--- config.mk ---
export PLATFORM = sky130hd
export DESIGN_NAME = ex_mem_ctrl_pipe
export DESIGN_NICKNAME = d
export VERILOG_FILES = /design/src/rtl/ex_mem_ctrl_pipe.sv
export SDC_FILE = /design/constraint.sdc
export NUM_CORES = 1
export LEC_CHECK = 0
export CORE_MARGIN = 2
export CORE_UTILIZATION = 30
export CTS_CLUSTER_DIAMETER = 120
export CTS_CLUSTER_SIZE = 28
export DETAILED_ROUTE_END_ITERATION = 10
export GPL_ROUTABILITY_DRIVEN = 0
export MAX_ROUTING_LAYER = met4
export PLACE_DENSITY = 0.58
export SLEW_MARGIN = 10
export SYNTH_ARGS = -nofsm -noshare
export SYNTH_HDL_FRONTEND = slang
export SYNTH_SLANG_ARGS = --single-unit
--- constraint.sdc ---
create_clock -name CLK -period 2.7 [get_ports CLK]
set_input_delay 0.405 -clock CLK [delete_from_list [all_inputs] [get_ports CLK]]
set_output_delay 0.405 -clock CLK [all_outputs]
set_load 0.005 [all_outputs]
--- src/rtl/ex_mem_ctrl_pipe.sv ---
// Elastic EX->MEM control-bundle pipeline: DEPTH register stages with valid/ready,
// synchronous flush and a saturating count of memory ops killed by flush.
module ex_mem_ctrl_pipe #(
  parameter int XLEN   = 32,
  parameter int FUNC_W = 5,
  parameter int DEPTH  = 1,
  parameter int CNT_W  = 8
) (
  input  logic              CLK,
  input  logic              RST_n,
  input  logic              in_valid,
  output logic              in_ready,
  input  logic [XLEN-1:0]   jump_pc_in,
  input  logic [FUNC_W-1:0] instruction_func_in,
  input  logic              force_jump_in,
  input  logic              branch_in,
  input  logic              mem_write_in,
  input  logic              mem_read_in,
  input  logic              flush,
  output logic              out_valid,
  input  logic              out_ready,
  output logic [XLEN-1:0]   jump_pc_out,
  output logic [FUNC_W-1:0] instruction_func_out,
  output logic              force_jump_out,
  output logic              branch_out,
  output logic              mem_write_out,
  output logic              mem_read_out,
  output logic [2:0]        occupancy,
  output logic [CNT_W-1:0]  flushed_mem_ops
);

  localparam int PW = XLEN + FUNC_W + 4;

  if (DEPTH < 1 || DEPTH > 4) begin : g_bad_depth
    $error("ex_mem_ctrl_pipe: DEPTH must be in 1..4");
  end

  logic [DEPTH-1:0] valid_q, valid_d;
  logic [DEPTH-1:0] advance, load_en;
  logic [DEPTH:0]   xfer_chain;
  logic [PW-1:0]    pay_q   [DEPTH];
  logic [PW-1:0]    pay_d   [DEPTH];
  logic [PW-1:0]    pay_src [DEPTH];
  logic [PW-1:0]    in_pay;
  logic [PW-1:0]    last_pay;
  logic [CNT_W-1:0] flushed_q, flushed_d;
  logic [2:0]       kills;
  logic [CNT_W+2:0] cnt_sum;
  logic             in_xfer;

  assign in_pay = {jump_pc_in, instruction_func_in, force_jump_in, branch_in,
                   mem_write_in, mem_read_in};

  // Ready ripples from the output back to stage 0 so a full pipe still moves every cycle.
  always_comb begin
    logic [DEPTH:0] rdy;
    rdy        = '0;
    advance    = '0;
    rdy[DEPTH] = out_ready;
    for (int k = DEPTH - 1; k >= 0; k--) begin
      advance[k] = valid_q[k] & rdy[k+1];
      rdy[k]     = ~valid_q[k] | advance[k];
    end
    in_ready = ~flush & rdy[0];
  end

  assign in_xfer    = in_valid & in_ready;
  assign xfer_chain = {advance, in_xfer};

  for (genvar gi = 0; gi < DEPTH; gi++) begin : g_stage
    if (gi == 0) begin : g_head
      assign pay_src[gi] = in_pay;
    end else begin : g_body
      assign pay_src[gi] = pay_q[gi-1];
    end
    assign load_en[gi] = xfer_chain[gi] & ~flush;
    assign valid_d[gi] = ~flush & (xfer_chain[gi] | (valid_q[gi] & ~advance[gi]));
    assign pay_d[gi]   = load_en[gi] ? pay_src[gi] : pay_q[gi];
  end

  // A last-stage bundle leaving during the flush cycle was delivered, not killed.
  always_comb begin
    kills = '0;
    for (int k = 0; k < DEPTH; k++) begin
      if (valid_q[k] && (pay_q[k][1] || pay_q[k][0]) && !(k == DEPTH - 1 && advance[k]))
        kills = kills + 3'd1;
    end
    cnt_sum   = {3'b000, flushed_q} + {{CNT_W{1'b0}}, kills};
    flushed_d = flushed_q;
    if (flush) begin
      if (cnt_sum > {3'b000, {CNT_W{1'b1}}})
        flushed_d = {CNT_W{1'b1}};
      else
        flushed_d = cnt_sum[CNT_W-1:0];
    end
  end

  always_ff @(posedge CLK or negedge RST_n) begin
    if (!RST_n) begin
      valid_q   <= '0;
      flushed_q <= '0;
      for (int k = 0; k < DEPTH; k++) pay_q[k] <= '0;
    end else begin
      valid_q   <= valid_d;
      flushed_q <= flushed_d;
      for (int k = 0; k < DEPTH; k++) pay_q[k] <= pay_d[k];
    end
  end

  always_comb begin
    occupancy = '0;
    for (int k = 0; k < DEPTH; k++) occupancy = occupancy + {2'b00, valid_q[k]};
  end

  assign last_pay             = pay_q[DEPTH-1];
  assign out_valid            = valid_q[DEPTH-1];
  assign jump_pc_out          = last_pay[4+FUNC_W +: XLEN];
  assign instruction_func_out = last_pay[4 +: FUNC_W];
  assign force_jump_out       = last_pay[3] & out_valid;
  assign branch_out           = last_pay[2] & out_valid;
  assign mem_write_out        = last_pay[1] & out_valid;
  assign mem_read_out         = last_pay[0] & out_valid;
  assign flushed_mem_ops      = flushed_q;

endmodule
==> results of run 1 <==
## layout make-up
class / count / area share (%)
repair buffers: 100 / 31.02
multi-input cells: 83 / 23.13
flip-flops and latches: 50 / 39.26
well taps: 102 / 4.005
clock buffers: 6 / 2.591
## synth_stat cells
cell	instances	area, µm²
conb_1	1	3.750
ha_1	2	25.02
nand3_1	3	15.01
buf_4	40	300.3
buf_2	1	5.000
and4_1	2	17.52
xnor2_1	1	8.760
a21oi_1	4	20.02
nor2b_1	2	12.51
dfrtp_1	50	1251
clkbuf_1	4	15.01
and3_1	2	12.51
a41oi_1	1	8.760
a31oi_1	5	31.28
xor2_1	1	8.760
and2_1	4	25.02
mux2i_1	1	10.01
nor2_1	5	18.77
nand2_1	4	15.01
mux2_2	41	461.7
nand4_1	1	6.260
nor3b_4	1	18.77
nor2b_4	1	13.76
buf_6	4	45.04
## cell families after synthesis
family / synth area share [%]
AO/OA/AOI/OAI: 2.556
XOR/XNOR: 0.7456
adder cells (fa/ha/maj): 1.065
buffers and inverters: 15.55
flip-flops: 53.25
multiplexers: 20.07
other: 0.1596
AND/OR/NAND/NOR: 6.602
## critical path, stage by stage
cell             delay (ns)
clkdlybuf4s50_1        0.58
nor2_1                 0.17
clkdlybuf4s50_1        0.51
## metal layers
layer,routed length (µm),global-route usage (%),part of all wire (%),up-vias
met5,0,-,0,-
li1,-,-,-,686
met2,1968,16.48,46,56
met1,1975,13.20,46,696
met3,312,3.255,7.3,3
met4,27,3.731,0.63,0
## power by group through the flow
| stage | sequential [mW] | clock (mW) | combinational (mW) |
|---|---|---|---|
| floorplan | 0.964 | 0 | 0.318 |
| CTS | 0.967 | 0.455 | 0.543 |
| global route | 0.988 | 0.480 | 0.579 |
| global placement | 0.977 | 0 | 0.539 |
| finish | 0.965 | 0.426 | 0.533 |
| detailed placement | 0.981 | 0 | 0.541 |
## stage by stage
stage	hold WS, ns	cell area, µm²	setup slack, ns	cells	util (%)
after floorplan	0.1094	2354	1.061	182	-
after global placement	0.4343	3104	0.6219	335	40.59
after detailed placement	0.4319	3104	0.5914	335	40.59
after CTS	0.09448	3187	0.6359	341	41.67
after global routing	0.1349	3187	0.5709	341	41.67
final	0.08895	3187	0.6277	341	41.67
## path summary, 6_finish.rpt
kind,startpoint,endpoint,slack [ns],depth (start not counted)
worst max register to register,out_valid,flushed_mem_ops[4],0.96,7
worst min register to register,last_pay[3],last_pay[3],0.50,1
worst min-delay path,RST_n,last_pay[16],0.09,1
max in group asynchronous,RST_n,last_pay[23],1.86,2
min in group CLK,last_pay[3],last_pay[3],0.50,1
worst max-delay path,flush,in_ready,0.63,3
## flip-flops by register name (all words and copies together) (netlist names)
register,cells
out_valid,1
flushed_mem_ops,8
last_pay,41
==> results.ini, run 1 <==
[worst_setup_path]
cp-start-kind = primary input
crit_path_end_kind = output pin
critPathArrivalTime_ns = 1.67
path_max_fanout = 8
crit_type = primary input to output pin
worstPathRequired_ns = 2.30

[cts]
h-tree-depth = 2
post_cts_buffers = 0
cts_root_buffer = clkbuf_8
postCtsHoldBufs = 0
numClockSinks = 50
clkLatencyLatePin_ns = 0.29
numCtsBuffers = 5
ctsLongestPathBuffers = 2
postCtsResizedCells = 0
cts_tree = built
path_clk_slew_ns = 0.08

[routing]
ant_nets = 0
via_per_inst = 4.226
drt_wl_total_mm = 4.283
dr.pass1.iters = 4
wl_per_cell_um = 12.56
drt_iter0_markers = 41
drc_errors = 0
vias = 1441

[cells_and_area]
nFillCells = 733
layout_commonest_cell = clkdlybuf4s50_1
final_cell_mix = clkdlybuf4s50_1 (96), dfrtp_1 (50), mux2_2 (41), clkbuf_8 (6)
drive_gt1_share_pct = 22.18
diodes = 0
final_net_count = 288
ff_latch_area_um2 = 1251
area_growth_pct = 35.62
multiInputGateArea_um2 = 737.0

[pwr]
swShare_pct = 23.97
leakagePower_nw = 1.310
combPwrFrac_pct = 27.7
p_int_mw = 1.463
power.total_mw = 1.924
power.net_switching_mw = 0.4612
irDropWorstVdd_mv = 0.2919
p_per_area_nw_per_um2 = 603.7
pwr-share-seq_pct = 50.2
p_clk_share_pct = 22.2

[place]
dp_hpwl_mm = 3.050
portBuffers = 97

[timing]
clock.fmax_mhz = 482.5
slew_violations = 0
finalHoldViolCount = 0
tightest_slew_ns = 0.5554
rsz0062_at_grt = false
fin_crit_sh_pct = 76.75
setup_tns_ns = 0
finalSetupViolCount = 0
maxSlewHeadroom_pct = 62.97
min_period_ns = 2.072
skew_ns = 0.003484

[die]
dieArea_um2 = 8556
ioPinCount = 100
core_um2 = 7647
start_util_pct = 30.73
rows = 32
die_y_um = 92.50
die_w_um = 92.50

[global_routing]
grt_start_max_net_pins = 27
track_usage_pct = 10.63
antenna_found_initial = 0
grt_pass1_vias = 1478
grt_pass1_wl_mm = 7.010
overflow = 0

[logic_synthesis]
ys_seq_area_share_pct = 53.25
synth_cell_types = 24
ys.warnings.count = 0
syn_area_um2 = 2350
syn_area_per_cell_um2 = 12.98
ys_ff_latch = 50
synth_cells = 181

[outcome]
outcome = finished clean

[min_path]
hold_path_class = primary input to asynchronous set/reset pin

[flow_run]
timing.max_cap.violations = 0

No activity file was read; power rests on OpenSTA's default activity.
==> inputs of run 2 (changes only) <==
Clock period 2.7 ns to 2.1 ns, I/O delays scaled along.
==> run 2 against run 1 <==
Against the previous run:
- register-to-register slack worse by 0.62 ns
- via count grew 2.4%
- final cell count is 0.88% higher
- total power rose by 30%
- core utilization rose by 0.65 points
- critical path type is now register to output pin
- critical endpoint unchanged
- largest cell class unchanged
- largest power group unchanged
==> results.ini, run 2 (synthesis results as in run 1) <==
[timing]
skew_ns = 0.004338
slew_violations = 0
timing.hold.ws_ns = 0.4980
setup_tns_ns = 0
rsz0062_at_grt = false
fin_crit_sh_pct = 87.41
finalHoldViolCount = 0
min_period_ns = 1.836
finalSetupViolCount = 0
clock.fmax_mhz = 544.8

[cells_and_area]
final_net_count = 291
diodes = 0
final_cell_mix = clkdlybuf4s50_1 (96), dfrtp_1 (50), mux2_2 (41), clkbuf_8 (6)
largest_reg_flops = 41
nFillCells = 739
drive_gt1_share_pct = 22.73
layout_commonest_cell = clkdlybuf4s50_1
area_growth_pct = 37.75

[die]
core_um2 = 7647
die_w_um = 92.50
dieArea_um2 = 8556
start_util_pct = 30.73
die_y_um = 92.50
ioPinCount = 100
rows = 32

[pwr]
swShare_pct = 24.15
p_clk_share_pct = 22.1
combPwrFrac_pct = 28.1
pwr-share-seq_pct = 49.9
p_int_mw = 1.890
p_per_area_nw_per_um2 = 769.9
leakagePower_nw = 1.331
irDropWorstVdd_mv = 0.3517
power.net_switching_mw = 0.6018

[worst_setup_path]
worst_r2r_path_depth = 7
crit_path_end_kind = output pin
crit_chain = nor2b_4 -> nor2_1 -> clkdlybuf4s50_1
path_buf_inv = 1
cp-start-kind = register
crit_slowest_cell = clkdlybuf4s50_1
critPathArrivalTime_ns = 1.52
crit_type = register to output pin
worstPathRequired_ns = 1.78
reg2reg_from = out_valid
path_max_fanout = 7
r2r_setup_slack_ns = 0.34
crit_family = buffers and inverters
r2r-end = flushed_mem_ops[4]
max_stage_delay_ns = 0.50

[cts]
cts_root_buffer = clkbuf_8
path_clk_slew_ns = 0.09
numClockSinks = 50
postCtsResizedCells = 0
ctsLongestPathBuffers = 2
clkLatencyLatePin_ns = 0.29
cts_tree = built
h-tree-depth = 2
numCtsBuffers = 5

[place]
dp_hpwl_mm = 3.169
portBuffers = 97

[routing]
wl_per_cell_um = 12.88
dr.pass1.iters = 4
drt_iter0_markers = 17
drt_wl_total_mm = 4.432
drc_errors = 0
via_per_inst = 4.288
ant_nets = 0
vias = 1475

[outcome]
outcome = finished clean

[min_path]
hold_path_class = primary input to asynchronous set/reset pin

[flow_run]
timing.max_cap.violations = 0

[global_routing]
grt_pass1_vias = 1518
antenna_found_initial = 0
grt_pass1_wl_mm = 7.258
grt_start_max_net_pins = 22
track_usage_pct = 11.05
overflow = 0

==> run 2: cell count changes in the layout (fill, tap and decap cells not counted) <==
cell / change
buf_12: +2
dlygate4sd3_1: +1
==> run 2: power by group through the flow <==
stage	logic, mW	registers, mW	clock network, mW
6_report	0.699	1.24	0.550
5_1_grt	0.762	1.27	0.617
4_1_cts	0.713	1.24	0.582
3_5_place_dp	0.709	1.26	0
3_3_place_gp	0.708	1.26	0
2_1_floorplan	0.409	1.24	0
==> run 2: area by class of cell <==
| type | count | area [µm²] | share of cell area (%) |
|---|---|---|---|
| sequential | 50 | 1251 | 38.65 |
| timing repair buffer | 103 | 1039 | 32.08 |
| clock buffer | 6 | 82.58 | 2.551 |
| multi-input combinational | 83 | 737.0 | 22.77 |
| tap | 102 | 127.6 | 3.943 |
==> run 2: worst max path at each step <==
| stage | slack [ns] | depth (start not counted) | to | from |
|---|---|---|---|---|
| after floorplan | 0.46 | 8 | flushed_mem_ops[4] | out_valid |
| after global placement | 0.22 | 5 | last_pay[3] | out_ready |
| after detailed placement | 0.21 | 5 | last_pay[24] | out_ready |
| after CTS | 0.23 | 3 | in_ready | out_valid |
| after global routing | 0.12 | 3 | in_ready | out_valid |
| final | 0.26 | 3 | in_ready | out_valid |
==> run 2: worst register-to-register path, stage by stage (launching register included) <==
cell and delay (ns):
dfrtp_1 0.47, and2_1 0.21, nor2_1 0.05, nor2_1 0.13
ha_1 0.21, and4_1 0.33, and3_1 0.19, a21oi_1 0.06
==> run 2: repair_timing <==
action | CTS | global route
hold buffers | 1 | 0
buffers inserted | 0 | 0
hold endpoints to repair | 17 | 0
==> run 2: metrics by stage <==
step | cell area (µm²) | instances | power, mW | util [%] | worst slack (ns)
6_report | 3237 | 344 | 2.492 | 42.33 | 0.2644
5_1_grt | 3237 | 344 | 2.652 | 42.33 | 0.1161
4_1_cts | 3237 | 344 | 2.539 | 42.33 | 0.2304
3_5_place_dp | 3144 | 337 | 1.969 | 41.12 | 0.2094
3_3_place_gp | 3144 | 337 | 1.968 | 41.12 | 0.2201
2_1_floorplan | 2354 | 182 | 1.649 | - | 0.4605
==> run 2: routing by layer <==
metal	global-route usage, %	wire (µm)
met1	14.23	2091
met2	17.21	2017
met3	3.092	283
met4	2.985	39
met5	-	0
